[src/rtl/mood_pkg.sv]
// Shared indices for the mood loop: emotion/stimulus/action bit positions,
// neurotransmitter channel numbering and packed-bus slot offsets.
package mood_pkg;

    localparam int unsigned EMO_HAPPY     = 0;
    localparam int unsigned EMO_EXCITED   = 1;
    localparam int unsigned EMO_STRESSED  = 2;
    localparam int unsigned EMO_NERVOUS   = 3;
    localparam int unsigned EMO_BORED     = 4;
    localparam int unsigned EMO_ANGRY     = 5;
    localparam int unsigned EMO_CALM      = 6;
    localparam int unsigned EMO_APATHETIC = 7;

    localparam int unsigned STIM_HUNGRY   = 11;
    localparam int unsigned STIM_STARVING = 12;
    localparam int unsigned STIM_TIRED    = 13;

    localparam int unsigned ACT_ASLEEP    = 0;

    localparam int unsigned NT_CORT = 0;
    localparam int unsigned NT_DOP  = 2;
    localparam int unsigned NT_GABA = 4;
    localparam int unsigned NT_NE   = 6;
    localparam int unsigned NT_SER  = 8;

    localparam int unsigned CH_CORT = 0;
    localparam int unsigned CH_DOP  = 1;
    localparam int unsigned CH_GABA = 2;
    localparam int unsigned CH_NE   = 3;
    localparam int unsigned CH_SER  = 4;

    localparam int unsigned NT_NUM    = 5;
    localparam int unsigned NT_SLOT_W = 2;
    localparam int unsigned NT_BUS_W  = NT_NUM * NT_SLOT_W;

    typedef struct packed {
        logic [NT_NUM-1:0] inc;
        logic [NT_NUM-1:0] dec;
    } nt_req_t;

endpackage

[src/rtl/nt_channel.sv]
// One neurotransmitter level: saturating up/down integrator that drifts one
// step toward BASELINE on decay pulses when no request is pending.
module nt_channel #(
    parameter int unsigned WIDTH    = 6,
    parameter int unsigned BASELINE = 32
) (
    input  logic             clk,
    input  logic             rst,
    input  logic             tick,
    input  logic             inc,
    input  logic             dec,
    input  logic             decay,
    output logic [WIDTH-1:0] level
);

    localparam logic [WIDTH-1:0] L_BASE = WIDTH'(BASELINE);
    localparam logic [WIDTH-1:0] L_MAX  = {WIDTH{1'b1}};
    localparam logic [WIDTH-1:0] L_ONE  = WIDTH'(1);

    logic [WIDTH-1:0] r_level;

    // Conflicting requests freeze the level, including suppressing decay.
    always_ff @(posedge clk or posedge rst) begin
        if (rst) begin
            r_level <= L_BASE;
        end else if (tick) begin
            if (inc && !dec) begin
                if (r_level != L_MAX) r_level <= r_level + L_ONE;
            end else if (dec && !inc) begin
                if (r_level != '0) r_level <= r_level - L_ONE;
            end else if (!inc && !dec && decay) begin
                if (r_level > L_BASE)      r_level <= r_level - L_ONE;
                else if (r_level < L_BASE) r_level <= r_level + L_ONE;
            end
        end
    end

    assign level = r_level;

endmodule

[src/rtl/neurotransmitter_modulator.sv]
// Mood-loop feedback path: decodes emotion/stimulus/sleep into per-channel
// requests, runs the shared decay timer and packs five levels onto a 10-bit bus.
module neurotransmitter_modulator
    import mood_pkg::*;
#(
    parameter int unsigned WIDTH       = 6,
    parameter int unsigned BASELINE    = 32,
    parameter int unsigned DECAY_TICKS = 8
) (
    input  logic                clk,
    input  logic                rst,
    input  logic                tick,
    input  logic [7:0]          action,
    input  logic [15:0]         stimuli,
    input  logic [7:0]          emotional_state,
    output logic [NT_BUS_W-1:0] neurotransmitter_level,
    output logic                level_changed
);

    localparam int unsigned CNT_W = (DECAY_TICKS > 1) ? $clog2(DECAY_TICKS) : 1;
    localparam logic [CNT_W-1:0] CNT_MAX = CNT_W'(DECAY_TICKS - 1);
    localparam logic [WIDTH-1:0] L_BASE = WIDTH'(BASELINE);
    localparam logic [NT_BUS_W-1:0] BUS_RST = {NT_NUM{L_BASE[WIDTH-1 -: NT_SLOT_W]}};

    nt_req_t           w_req;
    logic              w_asleep;
    logic              w_decay;
    logic [WIDTH-1:0]  w_level [NT_NUM];
    logic [NT_BUS_W-1:0] w_nt_bus;
    logic [CNT_W-1:0]  r_decay_cnt;
    logic [NT_BUS_W-1:0] r_prev_bus;
    logic              r_level_changed;

    wire w_unused = ^{action[7:1], stimuli[15:14], stimuli[STIM_TIRED], stimuli[10:0]};

    assign w_asleep = action[ACT_ASLEEP];

    always_comb begin
        w_req = '0;
        w_req.inc[CH_CORT] = emotional_state[EMO_STRESSED] | stimuli[STIM_STARVING];
        w_req.dec[CH_CORT] = emotional_state[EMO_HAPPY] | emotional_state[EMO_CALM] | w_asleep;
        w_req.inc[CH_DOP]  = emotional_state[EMO_HAPPY] | emotional_state[EMO_EXCITED];
        w_req.dec[CH_DOP]  = emotional_state[EMO_BORED] | emotional_state[EMO_APATHETIC];
        w_req.inc[CH_GABA] = emotional_state[EMO_CALM] | w_asleep;
        w_req.dec[CH_GABA] = emotional_state[EMO_NERVOUS] | emotional_state[EMO_STRESSED];
        w_req.inc[CH_NE]   = emotional_state[EMO_EXCITED] | emotional_state[EMO_STRESSED]
                           | emotional_state[EMO_NERVOUS] | emotional_state[EMO_ANGRY];
        w_req.dec[CH_NE]   = emotional_state[EMO_CALM] | w_asleep | emotional_state[EMO_BORED];
        w_req.inc[CH_SER]  = emotional_state[EMO_HAPPY] | emotional_state[EMO_CALM];
        w_req.dec[CH_SER]  = emotional_state[EMO_ANGRY] | emotional_state[EMO_APATHETIC]
                           | stimuli[STIM_HUNGRY];
    end

    // Decay phase counts ticks only; the last phase of each period fires the pulse.
    always_ff @(posedge clk or posedge rst) begin
        if (rst) begin
            r_decay_cnt <= '0;
        end else if (tick) begin
            r_decay_cnt <= (r_decay_cnt == CNT_MAX) ? '0 : r_decay_cnt + CNT_W'(1);
        end
    end

    assign w_decay = tick && (r_decay_cnt == CNT_MAX);

    for (genvar g = 0; g < NT_NUM; g++) begin : g_ch
        nt_channel #(
            .WIDTH    (WIDTH),
            .BASELINE (BASELINE)
        ) u_ch (
            .clk   (clk),
            .rst   (rst),
            .tick  (tick),
            .inc   (w_req.inc[g]),
            .dec   (w_req.dec[g]),
            .decay (w_decay),
            .level (w_level[g])
        );
    end

    assign w_nt_bus[NT_CORT +: NT_SLOT_W] = w_level[CH_CORT][WIDTH-1 -: NT_SLOT_W];
    assign w_nt_bus[NT_DOP  +: NT_SLOT_W] = w_level[CH_DOP][WIDTH-1 -: NT_SLOT_W];
    assign w_nt_bus[NT_GABA +: NT_SLOT_W] = w_level[CH_GABA][WIDTH-1 -: NT_SLOT_W];
    assign w_nt_bus[NT_NE   +: NT_SLOT_W] = w_level[CH_NE][WIDTH-1 -: NT_SLOT_W];
    assign w_nt_bus[NT_SER  +: NT_SLOT_W] = w_level[CH_SER][WIDTH-1 -: NT_SLOT_W];

    // Change detector compares the bus with its value one cycle earlier.
    always_ff @(posedge clk or posedge rst) begin
        if (rst) begin
            r_prev_bus      <= BUS_RST;
            r_level_changed <= 1'b0;
        end else begin
            r_prev_bus      <= w_nt_bus;
            r_level_changed <= (w_nt_bus != r_prev_bus);
        end
    end

    assign neurotransmitter_level = w_nt_bus;
    assign level_changed          = r_level_changed;

endmodule

[config.mk]
export PLATFORM = sky130hd
export DESIGN_NAME = neurotransmitter_modulator
export DESIGN_NICKNAME = d
export VERILOG_FILES = /design/src/rtl/mood_pkg.sv /design/src/rtl/nt_channel.sv /design/src/rtl/neurotransmitter_modulator.sv
export SDC_FILE = /design/constraint.sdc
export NUM_CORES = 1
export LEC_CHECK = 0
export CORE_ASPECT_RATIO = 0.75
export CORE_MARGIN = 5
export CORE_UTILIZATION = 39
export CTS_BUF_LIST = sky130_fd_sc_hd__clkbuf_16
export CTS_CLUSTER_DIAMETER = 50
export DETAILED_ROUTE_END_ITERATION = 16
export GPL_TIMING_DRIVEN = 0
export PLACE_DENSITY_LB_ADDON = 0.05
export SKIP_CTS_REPAIR_TIMING = 1
export SLEW_MARGIN = 20
export SYNTH_ARGS = -nofsm -noshare
export SYNTH_HDL_FRONTEND = slang
export SYNTH_SLANG_ARGS = --single-unit
[constraint.sdc]
create_clock -name clk -period 1.85 [get_ports clk]
set_input_delay 0.37 -clock clk [delete_from_list [all_inputs] [get_ports clk]]
set_output_delay 0.37 -clock clk [all_outputs]
set_load 0.02 [all_outputs]
==> metrics.md, run 1 <==
| Metric | Value |
|---|---|
| Worst Path Required | `2.06 ns` |
| Number of setup violations in the final report | `18` |
| Row count | `28` |
| Share of layout cells above drive strength 1 | `48.2%` |
| Clock transition at path regs | `0.06 ns` |
| Top cell type by total area after synthesis | `dfrtp_1` |
| Tcrit/Tclk final | `111%` |
| Die W | `113 microns` |
| Synthesis warning total | `0` |
| Cells after Synth | `309` |
| VDD IR-drop max | `0.000740 V` |
| CTS tree | `built` |
| Largest stage delay on the critical path | `0.50 ns` |
| Root Driver | `clkbuf_16` |
| CTS Buf Count | `5` |
| Initial antenna violation count | `0` |
| Crit path max-delay cell type | `or4b_4` |
| Post-DP HPWL | `4500 microns` |
| Largest net degree at the start of global routing | `28` |
| DR vias/cell | `4.90` |
| Placed Area | `3570 sq um` |
| Slew headroom | `70.9%` |
| Status | `finished, violations left` |
| Clk_skew | `0.00422 ns` |
| Leak Pwr | `1.99 nW` |
| Async SR Flop Fraction | `100%` |
| Peak Freq | `487 MHz` |
| EDFF count, synth | `0` |
| Diodes inserted | `0` |
| Final slew viol count | `0` |
| Fill count | `648` |
| RePlAce Congestion | `0.814` |
| CP cell instances | `inv_4, ha_4, or4b_4, a22o_4, mux2_4, nand2_4, xnor2_2` |
| Startpoint type of the worst setup path | `register` |
| Core Box Area | `7810 sq um` |
| Vias | `2395` |
| First-pass GRT wire length | `10400 microns` |
| Final hold violations | `0` |
| Commonest non-fill, non-tap cell in the layout | `buf_4` |
| Ports | `46` |
| DRC viols | `0` |
| Post-Route WL | `6900 microns` |
| Nets | `450` |
| Pre-antenna DRT Iters | `4` |
| DR WL/cell | `14.1 microns` |
| Place WS | `-0.969 ns` |
| Main synth FF type | `dfrtp_1` |
| Yosys reg bits | `44` |
| Die height | `87.0 microns` |
| Worst-margin pin slew | `0.436 ns` |
| Max cap viols | `0` |
| Longest Clk Path Bufs | `2` |
| Worst min path class | `reg2reg` |
| Area share of the largest cell type after synthesis | `27.6%` |
| Power Dens Cells | `1390 nW/um^2` |
| Grt total ovfl | `0` |
| Tmin final | `2.05 ns` |
| Worst-path maximum fanout | `8` |
| Crit path capture type | `register` |
| Syn avg cell area | `9.97 sq um` |
| Unrepaired setup endpoints after global routing | `true` |
| Vias in the first global route | `2126` |
| Initial Util | `39.4%` |
| Htree depth | `2` |
| Post-synthesis cell type count | `51` |
| Setup ws final | `-0.202 ns` |
| Commonest cells after routing, fill and taps aside | `buf_4 (47), dfrtp_1 (26), xnor2_1 (20), ha_1 (20), nand3_1 (17)` |
| Reg-to-reg setup timing slack | `-0.20 ns` |
| Crit path kind | `reg2reg` |
| Area contributors post-synth | `dfrtp_1 (28%), ha_1 (13%), dfstp_2 (8.5%), xnor2_1 (6.5%), xor2_1 (4.8%)` |
| Input/output buffers | `24` |
| GRT Total Usage | `13.2%` |
| Worst-Skew Late Latency | `0.29 ns` |
| Failing checks | `setup timing` |
| Finished Cell Area | `4550 sq um` |
| Syn_nets | `376` |
| Crit path arrival time | `2.26 ns` |
| Post-Syn Area | `3080 sq um` |
| CTS sink count | `44` |
| Sequential-to-total area share from yosys stat | `36.1%` |
| Die area | `9800 sq um` |
| Post-route ant nets | `0` |
| Layout area overhead | `47.8%` |
| DR iter-0 viols | `61` |
==> through the flow <==
stage               hold WS, ns  power, mW  std cells  setup TNS, ns  utilization, %
floorplan                 0.376       3.75        309          -1.03               -
global placement          0.395       4.36        438         -45.46            45.5
detailed placement        0.401       4.40        439         -22.10            45.8
CTS                       0.405       5.29        447         -14.13            47.5
global route              0.395       6.80        489          -3.67            58.3
finish                    0.391       6.33        489          -1.74            58.3
==> worst max-delay path: cells and delay by family (launching register included) <==
kind,cells,cell delay (ns)
compound gates,1,0.30
xor+xnor,1,0.10
fa+ha+maj,1,0.12
buf+inv,1,0.10
flops,1,0.46
mux,1,0.32
simple gates,2,0.58
==> sequential cells by signal (all words and copies together) (netlist names) <==
register         flops
r_decay_cnt          3
level_changed        1
r_prev_bus          10
g_ch.u_ch.level     30
==> path summary, 6_finish.rpt <==
kind,startpoint,end,depth (start not counted)
worst max-delay path,g_ch[0].u_ch.level[0]$_DFFE_PP0P_,g_ch[0].u_ch.level[2]$_DFFE_PP0P_,7
worst min-delay path,g_ch[3].u_ch.level[5]$_DFFE_PP1P_,r_prev_bus[7]$_DFF_PP1_,0
worst max register to register,g_ch[0].u_ch.level[0]$_DFFE_PP0P_,g_ch[0].u_ch.level[2]$_DFFE_PP0P_,7
worst min register to register,g_ch[3].u_ch.level[5]$_DFFE_PP1P_,r_prev_bus[7]$_DFF_PP1_,0
max in group asynchronous,rst,r_prev_bus[5]$_DFF_PP1_,3
min in group asynchronous,rst,g_ch[4].u_ch.level[1]$_DFFE_PP0P_,2
==> kinds of logic (layout without fill, tap and decap cells) <==
kind of cell | after synthesis | count (layout) | share of synthesized area [%]
AOI/OAI and AO/OA | 40 | 40 | 9.83
xor gates and xnor gates | 40 | 40 | 11.4
adders and majority gates | 32 | 32 | 13.0
buffers and inverters | 42 | 117 | 7.02
DFF | 44 | 44 | 36.1
muxes | 9 | 9 | 3.41
and+or+nand+nor | 102 | 102 | 19.2
==> area by class of cell <==
type | instances | area, sq um | share of cell area, %
Multi-Input combinational cell | 223 | 2310 | 50.6
Sequential cell | 44 | 1120 | 24.7
Timing Repair Buffer | 67 | 621 | 13.6
Tap cell | 105 | 131 | 2.88
Buffer | 16 | 129 | 2.83
Clock buffer | 5 | 125 | 2.75
Inverter | 26 | 108 | 2.36
Clock inverter | 3 | 11.3 | 0.247
==> cell usage after synthesis (7+ instances only) <==
library cell   n
ha_1          32
inv_1         26
xor2_1        17
o21ai_1       11
buf_4         11
dfrtp_1       34
dfstp_2       10
xnor2_1       23
o21ai_0        7
nand2_1       14
nor2_1        22
nand3_1       17
==> power breakdown <==
| group | internal (mW) | total [mW] | switching [mW] |
|---|---|---|---|
| combinational | 1.88 | 3.49 | 1.61 |
| sequential | 1.48 | 2.00 | 0.519 |
| clock | 0.486 | 0.843 | 0.357 |
| total | 3.84 | 6.33 | 2.49 |
==> routing by layer <==
layer / track usage (%) / routed length (microns) / up-vias
met5: 0 / 0 / -
met3: 2.85 / 138 / 10
li1: - / - / 1205
met2: 20.3 / 3290 / 20
met4: 4.26 / 106 / 0
met1: 18.7 / 3360 / 1160
No activity file was read; power rests on OpenSTA's default activity.
==> run 2: changes to the inputs <==
==> constraint.sdc (replaced) <==
create_clock -name clk -period 2.5 [get_ports clk]
set_input_delay 0.5 -clock clk [delete_from_list [all_inputs] [get_ports clk]]
set_output_delay 0.5 -clock clk [all_outputs]
set_load 0.02 [all_outputs]
==> metrics.md, run 2 (same netlist as run 1, synthesis figures left out) <==
| Metric | Value |
|---|---|
| Worst min path class | `reg2reg` |
| Leak Pwr | `1.63 nW` |
| P_int | `2.46 mW` |
| Largest net degree at the start of global routing | `32` |
| Clock transition at path regs | `0.06 ns` |
| Initial Util | `39.4%` |
| Crit path max-delay cell type | `clkdlybuf4s50_1` |
| GRT Total Usage | `12.6%` |
| CTS tree | `built` |
| Critical Path Most Common Cell | `inv_1` |
| Ports | `46` |
| Crit path kind | `in2reg` |
| Finished Cell Area | `3800 sq um` |
| Total negative slack | `0 ns` |
| Worst-path maximum fanout | `7` |
| Multi-input gate area | `1870 sq um` |
| Root Driver | `clkbuf_16` |
| Slew headroom | `64.7%` |
| CP cell instances | `clkdlybuf4s50_1, nor2_4, inv_1, or3_1, inv_1, ha_1, nand2_1, o21ai_0, a211oi_2, buf_4, o21ai_1, xnor2_1` |
| NetSw | `1.51 mW` |
| Die height | `87.0 microns` |
| Vias | `2213` |
| Diodes inserted | `0` |
| FF/Latch Area | `1110 sq um` |
| Number of setup violations in the final report | `0` |
| Vias in the first global route | `2133` |
| Final core utilization | `48.7%` |
| Fill count | `716` |
| CTS Buf Count | `5` |
| Core Box Area | `7810 sq um` |
| Input/output buffers | `24` |
| VDD IR-drop max | `0.000422 V` |
| Longest Clk Path Bufs | `2` |
| Pre-antenna DRT Iters | `4` |
| Final hold violations | `0` |
| CP top delay family | `buffers and inverters` |
| CTS sink count | `44` |
| Post-route ant nets | `0` |
| Worst path depth | `12` |
| DR iter-0 viols | `63` |
| Share of layout cells above drive strength 1 | `19.8%` |
| Max cap viols | `0` |
| Startpoint type of the worst setup path | `input port` |
| Final slew viol count | `0` |
| DR vias/cell | `4.89` |
| DRC viols | `0` |
| Clock power frac | `18.5%` |
| DR WL/cell | `13.1 microns` |
| Commonest non-fill, non-tap cell in the layout | `dfrtp_1` |
| Commonest cells after routing, fill and taps aside | `dfrtp_1 (34), ha_1 (29), inv_1 (25)` |
| Initial antenna violation count | `0` |
| Worst-Skew Late Latency | `0.28 ns` |
| Final hold slack | `0.407 ns` |
| Largest stage delay on the critical path | `0.44 ns` |
| Row count | `28` |
| Placed Area | `3470 sq um` |
| Peak Freq | `417 MHz` |
| Reg2Reg Depth | `8` |
| Grt total ovfl | `0` |
| Post-Route WL | `5940 microns` |
| Tcrit/Tclk final | `95.9%` |
| CP Buf/Inv Count | `4` |
| RePlAce Congestion | `0.794` |
| Nets | `414` |
| Tmin final | `2.40 ns` |
| Sw Ratio | `38.1%` |
| Crit path capture type | `register` |
| Clk_skew | `0.00479 ns` |
| Max reg flops | `30` |
| Worst-margin pin slew | `0.522 ns` |
| Status | `completed` |
| Reg power frac | `37.0%` |
| Worst Path Required | `2.66 ns` |
| Depth of the worst hold-timing path | `0` |
| Crit path arrival time | `2.56 ns` |
| First-pass GRT wire length | `10100 microns` |
| Die area | `9800 sq um` |
| Logic pwr share | `44.5%` |
| Layout area overhead | `23.4%` |
| Post-DP HPWL | `4380 microns` |
| Die W | `113 microns` |
| Power Dens Cells | `1040 nW/um^2` |
| Htree depth | `2` |
-- run 2: path summary, 6_finish.rpt --
kind,start,endpoint,slack (ns)
setup / recovery,emotional_state[3],g_ch[3].u_ch.level[4]$_DFFE_PP0P_,0.10
hold / removal,g_ch[4].u_ch.level[4]$_DFFE_PP0P_,r_prev_bus[8]$_DFF_PP0_,0.41
setup reg to reg,g_ch[0].u_ch.level[0]$_DFFE_PP0P_,g_ch[0].u_ch.level[0]$_DFFE_PP0P_,0.30
hold reg to reg,g_ch[4].u_ch.level[4]$_DFFE_PP0P_,r_prev_bus[8]$_DFF_PP0_,0.41
max in group asynchronous,rst,r_prev_bus[5]$_DFF_PP1_,1.44
min in group asynchronous,rst,g_ch[0].u_ch.level[2]$_DFFE_PP0P_,0.50
-- run 2: cell type report --
| cell class | instances | share of cell area, % |
|---|---|---|
| inverters | 26 | 2.57 |
| repair buffers | 31 | 8.09 |
| clock buffers | 5 | 3.29 |
| plain buffers | 16 | 3.12 |
| clock inverters | 3 | 0.987 |
| well taps | 105 | 3.45 |
| multi-input cells | 223 | 49.2 |
| flip-flops and latches | 44 | 29.3 |
-- run 2: stage by stage --
stage / worst slack [ns] / std cells / power, mW
after floorplan: 0.236 / 309 / 2.72
after global placement: -0.525 / 438 / 3.16
after detailed placement: -0.574 / 439 / 3.20
after CTS: -0.268 / 447 / 3.95
after global routing: -0.00735 / 453 / 4.28
final: 0.101 / 453 / 3.97
-- run 2: layer usage --
layer	vias up	global-route usage [%]	routed length, microns
met2	15	20.1	2790
met4	0	3.28	55
met3	5	2.78	121
li1	1129	-	-
met1	1064	17.4	2970
met5	-	0	0
-- run 2: power groups by stage --
stage / clock network (mW) / registers [mW] / logic (mW)
6_report: 0.734 / 1.47 / 1.77
3_5_place_dp: 0 / 1.48 / 1.71
2_1_floorplan: 0 / 1.38 / 1.33
3_3_place_gp: 0 / 1.48 / 1.69
5_1_grt: 0.782 / 1.53 / 1.97
4_1_cts: 0.753 / 1.47 / 1.72
